**config.mk**
```make
export PLATFORM = sky130hd
export DESIGN_NAME = uart_tx_arbiter
export DESIGN_NICKNAME = d
export VERILOG_FILES = /design/src/rtl/uart_arb_pkg.sv /design/src/rtl/uart_tx_arbiter_rr_pick.sv /design/src/rtl/uart_tx_arbiter.sv
export SDC_FILE = /design/constraint.sdc
export NUM_CORES = 1
export LEC_CHECK = 0
export CAP_MARGIN = 30
export CORE_MARGIN = 5
export CORE_UTILIZATION = 45
export DETAILED_ROUTE_END_ITERATION = 12
export PLACE_DENSITY_LB_ADDON = 0.1
export SLEW_MARGIN = 0
export SYNTH_ARGS = -nofsm -noshare
export SYNTH_HDL_FRONTEND = slang
export SYNTH_SLANG_ARGS = --single-unit
```
**constraint.sdc**
```tcl
create_clock -name clk -period 3.45 [get_ports clk]
set_input_delay 0.69 -clock clk [delete_from_list [all_inputs] [get_ports clk]]
set_output_delay 0.69 -clock clk [all_outputs]
set_load 0.005 [all_outputs]
```
**src/rtl/uart_arb_pkg.sv**
```systemverilog
// Shared types and helpers for the uart_tx round-robin arbiter.
// Optional burst lock is enabled by defining UART_ARB_LOCK_EN.
package uart_arb_pkg;

  typedef enum logic [1:0] {
    IDLE,
    START,
    WAIT_DONE
  } arb_state_t;

  localparam int MAX_REQ = 8;

  function automatic logic [2:0] oh2idx(
    input logic [MAX_REQ-1:0] oh
  );
    logic [2:0] idx;
    idx = '0;
    for (int i = 0; i < MAX_REQ; i++) begin
      if (oh[i]) idx = 3'(i);
    end
    return idx;
  endfunction

endpackage

```
**src/rtl/uart_tx_arbiter_rr_pick.sv**
```systemverilog
// Combinational round-robin picker: first set request
// after ptr, searching upward with wrap.
module rr_pick #(
  parameter int N     = 4,
  parameter int PTR_W = 2
) (
  input  logic [N-1:0]     req,
  input  logic [PTR_W-1:0] ptr,
  output logic [N-1:0]     winner,
  output logic             valid
);

  logic             hit;
  logic [PTR_W-1:0] idx;

  always_comb begin
    winner = '0;
    hit    = 1'b0;
    idx    = '0;
    for (int i = 1; i <= N; i++) begin
      idx = PTR_W'((int'(ptr) + i) % N);
      if (!hit && req[idx]) begin
        winner[idx] = 1'b1;
        hit         = 1'b1;
      end
    end
    valid = hit;
  end

endmodule

```
**src/rtl/uart_tx_arbiter.sv**
```systemverilog
// Round-robin arbiter sharing one uart_tx among NUM_REQ requesters.
// Define UART_ARB_LOCK_EN to add the req_lock burst-lock input.
module uart_tx_arbiter
  import uart_arb_pkg::*;
#(
  parameter int NUM_REQ   = 4,
  parameter int DATA_BITS = 8,
  parameter int TIMEOUT   = 200000
) (
  input  logic                         clk,
  input  logic                         rst,
  input  logic                         en,
  input  logic [NUM_REQ-1:0]           req,
  input  logic [NUM_REQ*DATA_BITS-1:0] req_data,
`ifdef UART_ARB_LOCK_EN
  input  logic [NUM_REQ-1:0]           req_lock,
`endif
  output logic [NUM_REQ-1:0]           req_ack,
  output logic [NUM_REQ-1:0]           req_done,
  output logic [NUM_REQ-1:0]           gnt,
  output logic                         tx_start,
  output logic [DATA_BITS-1:0]         tx_data,
  output logic                         tx_en,
  output logic                         tx_rst,
  input  logic                         tx_busy,
  input  logic                         tx_done,
  output logic                         arb_busy,
  output logic                         timeout_err
);

  localparam int PTR_W = (NUM_REQ > 1) ? $clog2(NUM_REQ) : 1;
  localparam int WD_W  = $clog2(TIMEOUT);

  arb_state_t state, state_n;

  logic [PTR_W-1:0]     ptr, ptr_n;
  logic [WD_W-1:0]      wd;
  logic [NUM_REQ-1:0]   pick_oh;
  logic                 pick_vld;
  logic [NUM_REQ-1:0]   sel_oh;
  logic [DATA_BITS-1:0] sel_data;
  logic [PTR_W-1:0]     owner_idx;
  logic                 wd_hit;
  logic                 relock;

  logic [NUM_REQ-1:0]   nxt_gnt;
  logic [NUM_REQ-1:0]   nxt_ack;
  logic [NUM_REQ-1:0]   nxt_done;
  logic                 nxt_start;
  logic [DATA_BITS-1:0] nxt_data;
  logic                 nxt_txrst;
  logic                 nxt_terr;

  logic unused_busy;
  assign unused_busy = tx_busy;

  rr_pick #(
    .N     (NUM_REQ),
    .PTR_W (PTR_W)
  ) u_pick (
    .req    (req),
    .ptr    (ptr),
    .winner (pick_oh),
    .valid  (pick_vld)
  );

  assign wd_hit    = (wd == WD_W'(TIMEOUT - 1));
  assign owner_idx = PTR_W'(oh2idx(8'(gnt)));

`ifdef UART_ARB_LOCK_EN
  // Locked owner keeps the transmitter; ptr stays put.
  assign relock = en && |(gnt & req_lock & req);
`else
  assign relock = 1'b0;
`endif

  assign sel_oh = (state == IDLE) ? pick_oh : gnt;

  always_comb begin
    sel_data = '0;
    for (int i = 0; i < NUM_REQ; i++) begin
      if (sel_oh[i])
        sel_data = req_data[i*DATA_BITS +: DATA_BITS];
    end
  end

  always_ff @(posedge clk) begin
    if (rst) state <= IDLE;
    else     state <= state_n;
  end

  always_comb begin
    state_n = state;
    unique case (state)
      IDLE: begin
        if (en && pick_vld) state_n = START;
      end
      START: begin
        state_n = WAIT_DONE;
      end
      WAIT_DONE: begin
        if (tx_done)     state_n = relock ? START : IDLE;
        else if (wd_hit) state_n = IDLE;
      end
      default: state_n = IDLE;
    endcase
  end

  always_comb begin
    nxt_gnt   = gnt;
    nxt_ack   = '0;
    nxt_done  = '0;
    nxt_start = 1'b0;
    nxt_data  = tx_data;
    nxt_txrst = 1'b0;
    nxt_terr  = 1'b0;
    ptr_n     = ptr;
    unique case (state)
      IDLE: begin
        if (en && pick_vld) begin
          nxt_gnt   = pick_oh;
          nxt_ack   = pick_oh;
          nxt_start = 1'b1;
          nxt_data  = sel_data;
        end
      end
      START: begin
      end
      WAIT_DONE: begin
        if (tx_done) begin
          nxt_done = gnt;
          if (relock) begin
            nxt_ack   = gnt;
            nxt_start = 1'b1;
            nxt_data  = sel_data;
          end else begin
            nxt_gnt = '0;
            ptr_n   = owner_idx;
          end
        end else if (wd_hit) begin
          nxt_gnt   = '0;
          nxt_txrst = 1'b1;
          nxt_terr  = 1'b1;
          ptr_n     = owner_idx;
        end
      end
      default: begin
      end
    endcase
  end

  always_ff @(posedge clk) begin
    if (rst) begin
      gnt         <= '0;
      req_ack     <= '0;
      req_done    <= '0;
      tx_start    <= 1'b0;
      tx_data     <= '0;
      tx_en       <= 1'b0;
      tx_rst      <= 1'b0;
      arb_busy    <= 1'b0;
      timeout_err <= 1'b0;
      ptr         <= PTR_W'(NUM_REQ - 1);
      wd          <= '0;
    end else begin
      gnt         <= nxt_gnt;
      req_ack     <= nxt_ack;
      req_done    <= nxt_done;
      tx_start    <= nxt_start;
      tx_data     <= nxt_data;
      tx_en       <= en;
      tx_rst      <= nxt_txrst;
      arb_busy    <= (state_n != IDLE);
      timeout_err <= nxt_terr;
      ptr         <= ptr_n;
      if (state == WAIT_DONE && state_n == WAIT_DONE)
        wd <= wd + 1'b1;
      else
        wd <= '0;
    end
  end

endmodule

```
==> run_summary.xml <==
<?xml version="1.0" encoding="UTF-8"?>
<metrics>
  <group name="finish">
    <metric name="postLayoutCoreUtil" unit="">0.624</metric>
    <metric name="register_area" unit="sq um">921</metric>
    <metric name="area_delta_synth_final" unit="%">36.9</metric>
    <metric name="fillcell_total" unit="">496</metric>
    <metric name="final_common_cell" unit="">sky130_fd_sc_hd__clkdlybuf4s50_1</metric>
    <metric name="layout_net_count" unit="">393</metric>
    <metric name="drive_above_1_share" unit="">0.116</metric>
    <metric name="most-common-layout-cells" unit="">sky130_fd_sc_hd__clkdlybuf4s50_1 (64), sky130_fd_sc_hd__dfxtp_1 (46), sky130_fd_sc_hd__nor2_1 (36), sky130_fd_sc_hd__nand2_1 (22)</metric>
    <metric name="multi_input_comb_area" unit="sq um">1480</metric>
    <metric name="num_antenna_cells" unit="">0</metric>
  </group>
  <group name="global_routing">
    <metric name="use_met3" unit="">0.0523</metric>
    <metric name="grt_max_degree" unit="">22</metric>
    <metric name="global_route.usage.total" unit="">0.181</metric>
    <metric name="global_route.overflow_total" unit="">0</metric>
    <metric name="wire_length_of_the_first_global_routing_pass" unit="um">10600</metric>
    <metric name="grt_most_used_layer" unit="">met2</metric>
    <metric name="gr-usage-met2" unit="">0.308</metric>
    <metric name="grt_antenna_before_repair" unit="">0</metric>
    <metric name="via_count_of_the_first_global_routing_pass" unit="">2245</metric>
    <metric name="grt_use_met1" unit="">0.222</metric>
  </group>
  <group name="cts">
    <metric name="cts_buffer_depth" unit="">2</metric>
    <metric name="postCtsSetupBuffers" unit="">0</metric>
    <metric name="tritoncts_sink_count" unit="">46</metric>
    <metric name="post_cts_resized" unit="">0</metric>
    <metric name="cts-buffers-inserted" unit="">5</metric>
    <metric name="clock_tree.root_cell" unit="">sky130_fd_sc_hd__clkbuf_8</metric>
    <metric name="h-tree-depth" unit="">2</metric>
    <metric name="postCtsHoldBufs" unit="">0</metric>
    <metric name="tritoncts" unit="">yes</metric>
    <metric name="worstSkewPairLatency" unit="ns">0.30</metric>
    <metric name="worst_setup_hold_path_clk_slew" unit="ns">0.09</metric>
  </group>
  <group name="worst_setup_path">
    <metric name="end_kind" unit="">flop</metric>
    <metric name="rrSetupSlack" unit="ns">0.71</metric>
    <metric name="cp_max_fo" unit="">8</metric>
    <metric name="crit-reg2reg-launch" unit="">ptr[1]</metric>
    <metric name="setup.worst_path.end" unit="">tx_data[0]</metric>
    <metric name="cp.required" unit="ns">3.67</metric>
    <metric name="setup.worst_path.start" unit="">req[2]</metric>
    <metric name="reg2reg_to" unit="">tx_data[0]</metric>
    <metric name="timing.setup.critical_path_class" unit="">in -&gt; reg</metric>
    <metric name="cp.arrival" unit="ns">3.26</metric>
    <metric name="ff2ff_path_depth" unit="">10</metric>
    <metric name="critical_path.startpoint_type" unit="">primary input</metric>
  </group>
  <group name="die">
    <metric name="start_util" unit="">0.456</metric>
    <metric name="die_h" unit="um">84.0</metric>
    <metric name="io_pins" unit="">66</metric>
    <metric name="rows" unit="">27</metric>
    <metric name="die_x" unit="um">84.0</metric>
    <metric name="core-area" unit="sq um">5410</metric>
    <metric name="die-area" unit="sq um">7050</metric>
  </group>
  <group name="routing">
    <metric name="drc_errors" unit="">0</metric>
    <metric name="dr_total_vias" unit="">2269</metric>
    <metric name="detail_route.vias_per_cell" unit="">5.45</metric>
    <metric name="drtIter0Drc" unit="">65</metric>
    <metric name="drt-pass1-iter-count" unit="">4</metric>
    <metric name="drt-total-wl" unit="um">6220</metric>
    <metric name="drt.antenna.violating_nets" unit="">0</metric>
    <metric name="detailed_route_wire_length_per_cell" unit="um">15.0</metric>
  </group>
  <group name="logic_synthesis">
    <metric name="synth_top_family_by_area" unit="">simple AND/OR/NAND/NOR gates</metric>
    <metric name="post-synth-top-area-cell" unit="">sky130_fd_sc_hd__dfxtp_1</metric>
    <metric name="synth_area_leaders" unit="">sky130_fd_sc_hd__dfxtp_1 (37%), sky130_fd_sc_hd__nor2_1 (5.5%), sky130_fd_sc_hd__ha_1 (4.6%)</metric>
    <metric name="yosys-mux-area-fraction" unit="">0.0564</metric>
    <metric name="synth_fa_ha_area_frac" unit="">0.0457</metric>
    <metric name="fraction_of_the_mapped_netlist_area_in_compound_gates" unit="">0.192</metric>
    <metric name="yosys.area_share.xor_xnor" unit="">0.0533</metric>
    <metric name="syn_area" unit="sq um">2460</metric>
    <metric name="post_synth_inst_count" unit="">270</metric>
    <metric name="synth.lib_cells_used.distinct" unit="">50</metric>
    <metric name="yosysSeqAreaShare" unit="">0.374</metric>
    <metric name="post_synth_and_or_nand_nor_area_fraction" unit="">0.248</metric>
    <metric name="ys.warnings.count" unit="">0</metric>
    <metric name="syn_nets" unit="">320</metric>
    <metric name="yosys.area.top_type_share" unit="">0.374</metric>
    <metric name="synth.avg_cell_area" unit="sq um">9.12</metric>
    <metric name="yosys_register_bits" unit="">46</metric>
  </group>
  <group name="pwr">
    <metric name="p_leak" unit="uW">0.00130</metric>
    <metric name="pwr_density_cell" unit="nW/um^2">389</metric>
    <metric name="worst_ir_drop_vdd" unit="mV">0.195</metric>
  </group>
  <group name="place">
    <metric name="buffer_ports.inserted" unit="">64</metric>
    <metric name="detailed_place_hpwl" unit="um">4600</metric>
    <metric name="gp_congestion" unit="">0.777</metric>
  </group>
  <group name="sta">
    <metric name="rsz0062_at_grt" unit="">false</metric>
    <metric name="hold-worst-slack" unit="ns">0.472</metric>
    <metric name="final_hold_viol_count" unit="">0</metric>
    <metric name="finalCritPeriodShare" unit="">0.880</metric>
    <metric name="fin_skew" unit="ns">0.00575</metric>
    <metric name="finalSetupTns" unit="ns">0</metric>
    <metric name="slew_headroom" unit="">0.539</metric>
    <metric name="final.min_clock_period" unit="ns">3.04</metric>
    <metric name="timing_worst_slew_pin_value" unit="ns">0.689</metric>
    <metric name="setup_viol" unit="">0</metric>
    <metric name="maxClockFrequency" unit="GHz">0.329</metric>
    <metric name="maxSlewViolCount" unit="">0</metric>
  </group>
  <group name="flow_run">
    <metric name="drv.max_cap_violation_count" unit="">0</metric>
  </group>
  <group name="min_path">
    <metric name="timing.hold.worst.class" unit="">reg -&gt; reg</metric>
  </group>
  <group name="status">
    <metric name="status" unit="">finished, final reports clean</metric>
  </group>
</metrics>
cell families after synthesis:
group,count (synthesis)
and+or+nand+nor,117
DFF,46
buffers and inverters,15
xor gates and xnor gates,15
muxes,8
adders and majority gates,9
AOI/OAI and AO/OA,60
metal layers:
| layer | wire length (um) | up-vias | part of all wire |
|---|---|---|---|
| met3 | 440 | 8 | 0.071 |
| met5 | 0 | - | 0 |
| met2 | 2930 | 66 | 0.47 |
| li1 | - | 1128 | - |
| met4 | 79 | 0 | 0.013 |
| met1 | 2770 | 1067 | 0.45 |
power breakdown:
group          internal [uW]  switching, uW
clock                    216            192
sequential               554           18.9
combinational            179            151
total                    949            363
worst min path at each step:
stage	startpoint	slack, ns	end	cells after the start
2_1_floorplan	wd[0]	0.43	wd[0]	1
3_3_place_gp	wd[0]	0.44	wd[0]	1
3_5_place_dp	wd[0]	0.45	wd[0]	1
4_1_cts	wd[0]	0.47	wd[0]	1
5_1_grt	wd[0]	0.52	wd[0]	1
6_report	wd[0]	0.47	wd[0]	1
stage by stage:
stage / cell area, sq um / cells / power, uW / worst slack (ns)
after floorplan: 2460 / 270 / 758 / 0.731
after global placement: 3260 / 408 / 911 / 0.152
after detailed placement: 3260 / 408 / 916 / 0.107
after CTS: 3370 / 416 / 1320 / 0.418
after global routing: 3370 / 416 / 1380 / 0.127
final: 3370 / 416 / 1310 / 0.414
layout make-up:
class / instances / share of cell area
clock buffers: 6 / 0.0215
clock inverters: 2 / 0.0111
inverters: 5 / 0.00557
multi-input cells: 209 / 0.438
flip-flops and latches: 46 / 0.273
well taps: 72 / 0.0267
repair buffers: 76 / 0.224
cell usage after synthesis (all sizes together):
cell	instances
a2111oi	2
a21o	4
a21oi	13
a221oi	12
a31o	1
a31oi	7
and2	3
and3	12
and4	1
buf	6
clkbuf	4
dfxtp	46
ha	9
inv	5
mux2	1
mux2i	3
mux4	4
nand2	23
nand2b	3
nand3	10
nand3b	4
nand4	3
nand4b	1
nor2	36
nor2b	6
nor3	4
nor3b	1
nor4	4
nor4b	2
o211ai	1
o21ai	11
o21bai	1
o22ai	1
o311a	1
o311ai	1
o31ai	5
or2	3
or3	1
xnor2	4
xor2	11
sequential cells by signal (all words and copies together), names as in the netlist:
signal and flops:
arb_busy 1, gnt 4, ptr 2, req_ack 4, req_done 4, state 2
timeout_err 1, tx_data 8, tx_en 1, tx_start 1, wd 18
worst max-delay path: stages:
cell and delay, ns:
sky130_fd_sc_hd__clkdlybuf4s50_1 0.53, sky130_fd_sc_hd__mux4_1 0.68, sky130_fd_sc_hd__nor4b_4 0.41, sky130_fd_sc_hd__a21oi_2 0.17, sky130_fd_sc_hd__a221oi_4 0.30, sky130_fd_sc_hd__buf_4 0.21, sky130_fd_sc_hd__nand2_1 0.08, sky130_fd_sc_hd__a221oi_2 0.20
No activity file was read; power rests on OpenSTA's default activity.
